<file path="config.mk">
export PLATFORM = sky130hd
export DESIGN_NAME = dmac_seq_ctrl
export DESIGN_NICKNAME = d
export VERILOG_FILES = /design/src/rtl/dmac_ctrl_pkg.sv /design/src/rtl/sc_ones_cnt.sv /design/src/rtl/dmac_seq_ctrl.sv
export SDC_FILE = /design/constraint.sdc
export NUM_CORES = 1
export LEC_CHECK = 0
export CORE_MARGIN = 5
export CORE_UTILIZATION = 40
export DETAILED_ROUTE_END_ITERATION = 8
export PLACE_DENSITY = 0.73
export SYNTH_ARGS = -nofsm -noshare
export SYNTH_HDL_FRONTEND = slang
export SYNTH_HIERARCHICAL = 1
export SYNTH_SLANG_ARGS = --single-unit
</file>
<file path="constraint.sdc">
create_clock -name clk -period 2.6 [get_ports clk]
set_clock_uncertainty 0.1 [all_clocks]
set_input_delay 0.52 -clock clk [delete_from_list [all_inputs] [get_ports clk]]
set_output_delay 0.52 -clock clk [all_outputs]
set_load 0.02 [all_outputs]
</file>
<file path="src/rtl/dmac_ctrl_pkg.sv">
// Shared types and helpers for the stochastic MAC job sequencer.
package dmac_ctrl_pkg;

  typedef enum logic [2:0] {
    IDLE,
    LOAD,
    FILL,
    RUN,
    DONE
  } dmac_state_t;

  localparam int unsigned DMAC_CNT_W = 8;
  localparam int unsigned DMAC_LAT   = 1;

  // Bipolar estimate: 2*ones - (len+1), returned wide; callers truncate.
  function automatic logic signed [31:0] bipolar(input logic [31:0] ones,
                                                 input logic [31:0] len);
    return $signed(ones << 1) - $signed(len + 32'd1);
  endfunction

endpackage

</file>
<file path="src/rtl/sc_ones_cnt.sv">
// Clearable, enabled ones accumulator for stochastic bitstreams.
module sc_ones_cnt #(
  parameter int unsigned W = 9
) (
  input  logic         clk,
  input  logic         rst,
  input  logic         i_clr,
  input  logic         i_en,
  input  logic         i_bit,
  output logic [W-1:0] o_cnt
);

  logic [W-1:0] r_cnt;

  always_ff @(posedge clk or posedge rst) begin
    if (rst) begin
      r_cnt <= '0;
    end else if (i_clr) begin
      r_cnt <= '0;
    end else if (i_en) begin
      r_cnt <= r_cnt + W'(i_bit);
    end
  end

  assign o_cnt = r_cnt;

endmodule

</file>
<file path="src/rtl/dmac_seq_ctrl.sv">
// Job sequencer for one MAC16 stochastic datapath: load, fill, run, report.
module dmac_seq_ctrl
  import dmac_ctrl_pkg::*;
#(
  parameter int unsigned CNT_W = DMAC_CNT_W,
  parameter int unsigned LAT   = DMAC_LAT
) (
  input  logic                    clk,
  input  logic                    rst,
  input  logic                    i_start_valid,
  output logic                    o_start_ready,
  input  logic [CNT_W-1:0]        i_len,
  input  logic                    i_abort,
  output logic                    o_loadA,
  output logic                    o_loadB,
  output logic                    o_dp_clr,
  input  logic                    i_mac_bit,
  output logic                    o_busy,
  output logic                    o_res_valid,
  input  logic                    i_res_ready,
  output logic [CNT_W:0]          o_ones,
  output logic signed [CNT_W+1:0] o_bipolar
);

  localparam int unsigned BW = CNT_W + 2;

  dmac_state_t             r_state;
  logic [CNT_W-1:0]        r_len;
  logic [CNT_W-1:0]        r_cyc;
  logic [2:0]              r_fill;
  logic signed [CNT_W+1:0] r_bip;
  logic [CNT_W:0]          w_ones;
  logic                    w_load;
  logic                    w_run;

  assign w_load = (r_state == LOAD);
  assign w_run  = (r_state == RUN);

  sc_ones_cnt #(
    .W(CNT_W + 1)
  ) u_ones (
    .clk  (clk),
    .rst  (rst),
    .i_clr(w_load),
    .i_en (w_run),
    .i_bit(i_mac_bit),
    .o_cnt(w_ones)
  );

  always_ff @(posedge clk or posedge rst) begin
    if (rst) begin
      r_state <= IDLE;
      r_len   <= '0;
      r_cyc   <= '0;
      r_fill  <= '0;
      r_bip   <= '0;
    end else begin
      case (r_state)
        IDLE: begin
          if (i_start_valid) begin
            r_len   <= i_len;
            r_state <= LOAD;
          end
        end
        LOAD: begin
          if (i_abort) begin
            r_state <= IDLE;
          end else begin
            r_cyc   <= '0;
            r_fill  <= '0;
            r_state <= (LAT > 0) ? FILL : RUN;
          end
        end
        FILL: begin
          if (i_abort) begin
            r_state <= IDLE;
          end else if ({29'd0, r_fill} == LAT - 1) begin
            r_state <= RUN;
          end else begin
            r_fill <= r_fill + 3'd1;
          end
        end
        RUN: begin
          if (i_abort) begin
            r_state <= IDLE;
          end else begin
            // Estimate tracks the count including this cycle's bit so it is final on entry to DONE.
            r_bip <= BW'(bipolar(32'(w_ones) + 32'(i_mac_bit), 32'(r_len)));
            if (r_cyc == r_len) begin
              r_state <= DONE;
            end else begin
              r_cyc <= r_cyc + CNT_W'(1);
            end
          end
        end
        DONE: begin
          if (i_abort) begin
            r_state <= IDLE;
          end else if (i_res_ready) begin
            if (i_start_valid) begin
              r_len   <= i_len;
              r_state <= LOAD;
            end else begin
              r_state <= IDLE;
            end
          end
        end
        default: r_state <= IDLE;
      endcase
    end
  end

  assign o_start_ready = (r_state == IDLE) | ((r_state == DONE) & i_res_ready);
  assign o_loadA       = w_load;
  assign o_loadB       = w_load;
  assign o_dp_clr      = w_load;
  assign o_busy        = (r_state != IDLE);
  assign o_res_valid   = (r_state == DONE);
  assign o_ones        = w_ones;
  assign o_bipolar     = r_bip;

endmodule

</file>
==> metrics.md <==
| Metric | Value |
|---|---|
| Outcome | `complete, no violations` |
| PortBufs | `38` |
| Via count | `2165` |
| Worst r2r src | `u_ones/o_cnt[0]$_DFFE_PP0P_` |
| Die height | `just under 90 um` |
| Initial core utilization | `about two fifths` |
| Max cap viols | `0` |
| CP top delay family | `adder cells` |
| CP endpoint kind | `flip-flop` |
| Final Hold Viols | `0` |
| Synth Warn # | `6` |
| Measured slew at the worst slew-check pin | `0.445 ns` |
| Root buffer cell | `clkbuf_8` |
| Critical path endpoint | `o_bipolar[7]$_DFFE_PP0P_` |
| Chip Width | `88.6 um` |
| Layout cells sized above 1 | `16.9%` |
| Die area | `a little under 0.008 mm^2` |
| RSZ-0062 raised after global routing | `no` |
| Core area | `roughly 0.0060 mm^2` |
| Detailed Route Iter0 Violations | `64` |
| Power Density | `920 mW/mm^2` |
| Max stage delay on crit path | `0.38 ns` |
| Seq/Total Area, Yosys | `between 40 and 50%` |
| Initial antenna violation count | `0` |
| Fin Hold WS | `roughly 0.38 ns` |
| Clk sinks | `41` |
| Crit-path slowest cell | `fa_2` |
| Hold WC Path Type | `flip-flop to flip-flop` |
| Antenna fix cells | `0` |
| Row Count | `28` |
| # H-tree levels | `2` |
| # fillers | `572` |
| Critical Path Stages | `10` |
| Drc violations | `0` |
| First-pass GRT wire length | `10200 um` |
| Worst r2r path cells | `9` |
| Grt total ovfl | `0` |
| Crit start category | `primary input` |
| Max_slew headroom | `70.1%` |
| Ports | `39` |
| Critical setup path kind | `primary input to flip-flop` |
| Drt pass-1 iters | `4` |
| Largest net degree at the start of global routing | `33` |
| CP bufs+invs | `3` |
| Fin crit share | `a little over nine tenths` |
| DR WL/cell | `between 10 and 15 um` |
| Clock transition at path regs | `0.08 ns` |
| Crit path max fanout | `2` |
| CP startpoint | `i_mac_bit` |
| Register area | `0.00103 mm^2` |
| Cell count of the worst hold path | `2` |
| Main synth FF type | `dfrtp_1` |
| Via/cell ratio | `~5.2` |
| Syn nets | `301` |
| R2R Setup Slk | `approximately 0.18 ns` |
| DP HPWL | `between 4000 and 5000 um` |
| Number of synthesized flops with an enable pin | `0` |
| Yosys reg bits | `41` |
| Final min period | `2.52 ns` |
| Global Route Usage Sum | `16.7%` |
| Clk buf depth | `2` |
| FMAX | `a little under 0.4 GHz` |
| Capture point of the worst reg-to-reg path | `o_bipolar[7]$_DFFE_PP0P_` |
| Cell taking the most area after synthesis | `dfrtp_1` |
| Multi-input logic area | `0.00138 mm^2` |
| Setup violations, final | `0` |
| Syn Std Cell Area | `~0.0025 mm^2` |
| DRT Wirelength | `6120 um` |
| Vias in the first global route | `2212` |
| Static leakage | `1.54 nW` |
| Clock Latency Late Sink | `~0.30 ns` |
| Syn_area_per_cell | `between 9 and 10 um^2` |
| Cells after Synth | `between 200 and 300` |
| Placer Congestion | `0.849` |
| Netlist cell types | `between 40 and 50` |
| Area growth syn-to-layout | `33.3%` |
| VDD IR-drop max | `around 0.46 mV` |
| Top post-synthesis cells by area | `dfrtp_1 (41%), ha_1 (7.1%), o21ai_0 (5.9%), xor2_1 (5.0%), nand2_1 (4.9%)` |
| Nets | `roughly 370` |
| CTS tree | `yes` |
| CP cell instances | `dlygate4sd2_1, ha_2, ha_2, fa_2, a211oi_4, o21ai_2, buf_4, buf_4, a22o_1, o21ai_0` |
| Post-layout util | `between 50% and 60%` |
| Num CTS Buffers | `5` |
| Critical Path AT | `2.64 ns` |
| Data required time of the critical path | `2.72 ns` |
| Slew Viols, Final | `0` |
| Post-synth ARST share | `100%` |
| Final ANT Viol Nets | `0` |
| Post-synth top area share | `41.5%` |
synthesized netlist by cell type (all sizes together) (2+ instances only):
library cell and instances:
nor3 2, inv 17, nand4 3, or3 6
xnor2 9, a21oi 13, o31ai 6, or2 3
xor2 14, or3b 2, ha 14, dfrtp 41
and3 4, nand3 11, nor2 17, o211ai 2
a21o 5, buf 6, mux2i 4, nor4 2
clkbuf 6, a211oi 3, or4 3, a22o 2
o21ai 30, o21a 2, nand2 32
kinds of logic (layout without fill, tap and decap cells):
group / after synthesis / count (layout) / synth area share [%]
buffers and inverters: 29 / 95 / 5.11
AND/OR/NAND/NOR: 89 / 89 / 17.6
AO/OA/AOI/OAI: 70 / 70 / 17.7
adder cells (fa/ha/maj): 15 / 15 / 7.89
multiplexers: 5 / 5 / 2.07
flip-flops: 41 / 41 / 41.5
XOR/XNOR: 23 / 23 / 8.15
flip-flops by register name, indices dropped and copies added, names as in the netlist:
register / flops
o_bipolar: 10
r_len: 8
r_cyc: 8
u_ones/o_cnt: 9
r_state: 3
r_fill: 3
metrics by stage:
step                      setup TNS [ns]  instance area (um^2)  std cells  total power (W)  setup WS, ns
after global placement             -2.01                  3100        401          0.00237        -0.498
final                                  0                  3300        413          0.00303        0.0819
after floorplan                        0                  2480        272          0.00184        0.0302
after CTS                              0                  3250        411          0.00300        0.0480
after global routing                   0                  3300        413          0.00327       0.00676
after detailed placement           -2.27                  3100        401          0.00244        -0.525
repair_timing:
item                                   in CTS  in global routing
endpoints found under the hold margin       0                  0
setup endpoints to repair                   8                  5
gates resized for setup                    11                  8
pin swaps                                   5                  6
setup buffers                               2                  2
hold buffers                                0                  0
metal layers:
metal | vias up | share of wire [%] | GRT usage, %
li1 | 1081 | - | -
met1 | 1019 | 45 | 21.5
met2 | 56 | 48 | 28.2
met3 | 9 | 5.4 | 3.91
met4 | 0 | 1.3 | 4.53
met5 | - | 0 | 0
layout by cell type (no fill, tap or decap), drive strengths merged, types with 9 or more instances in the layout:
cell,count
dfrtp,41
clkdlybuf4s50,33
nand2,32
buf,32
o21ai,30
inv,17
nor2,17
xor2,14
ha,14
a21oi,13
nand3,11
xnor2,9
how the worst min path moves through the flow:
stage                                         from                          end
after floorplan                                rst  u_ones/o_cnt[0]$_DFFE_PP0P_
after global placement    o_bipolar[2]$_DFFE_PP0P_     o_bipolar[2]$_DFFE_PP0P_
after detailed placement  o_bipolar[2]$_DFFE_PP0P_     o_bipolar[2]$_DFFE_PP0P_
after CTS                 o_bipolar[2]$_DFFE_PP0P_     o_bipolar[2]$_DFFE_PP0P_
after global routing      o_bipolar[0]$_DFFE_PP0P_     o_bipolar[0]$_DFFE_PP0P_
final                     o_bipolar[2]$_DFFE_PP0P_     o_bipolar[2]$_DFFE_PP0P_
layout make-up:
type | instances | share of cell area, %
clock buffer | 7 | 2.62
multi-input combinational | 202 | 41.8
inverter | 17 | 1.94
timing repair buffer | 70 | 18.8
sequential | 41 | 31.1
clock inverter | 1 | 0.911
tap | 75 | 2.85
worst register-to-register path, cell delays in order (launching register included):
cell and delay (ns):
dfrtp_1 0.40, ha_2 0.27, ha_2 0.19, fa_2 0.38, a211oi_4 0.29, o21ai_2 0.13
buf_4 0.15, buf_4 0.12, a22o_1 0.17, o21ai_0 0.14
where the power goes:
group	internal, W	switching, W	leakage, nW	total (W)
Combinational	0.000740	0.000806	0.939	0.00155
Clock	0.000313	0.000231	0.0585	0.000544
Sequential	0.000812	0.000128	0.538	0.000940
Total	0.00186	0.00117	1.54	0.00303
Power figures use the tool's default switching activity.
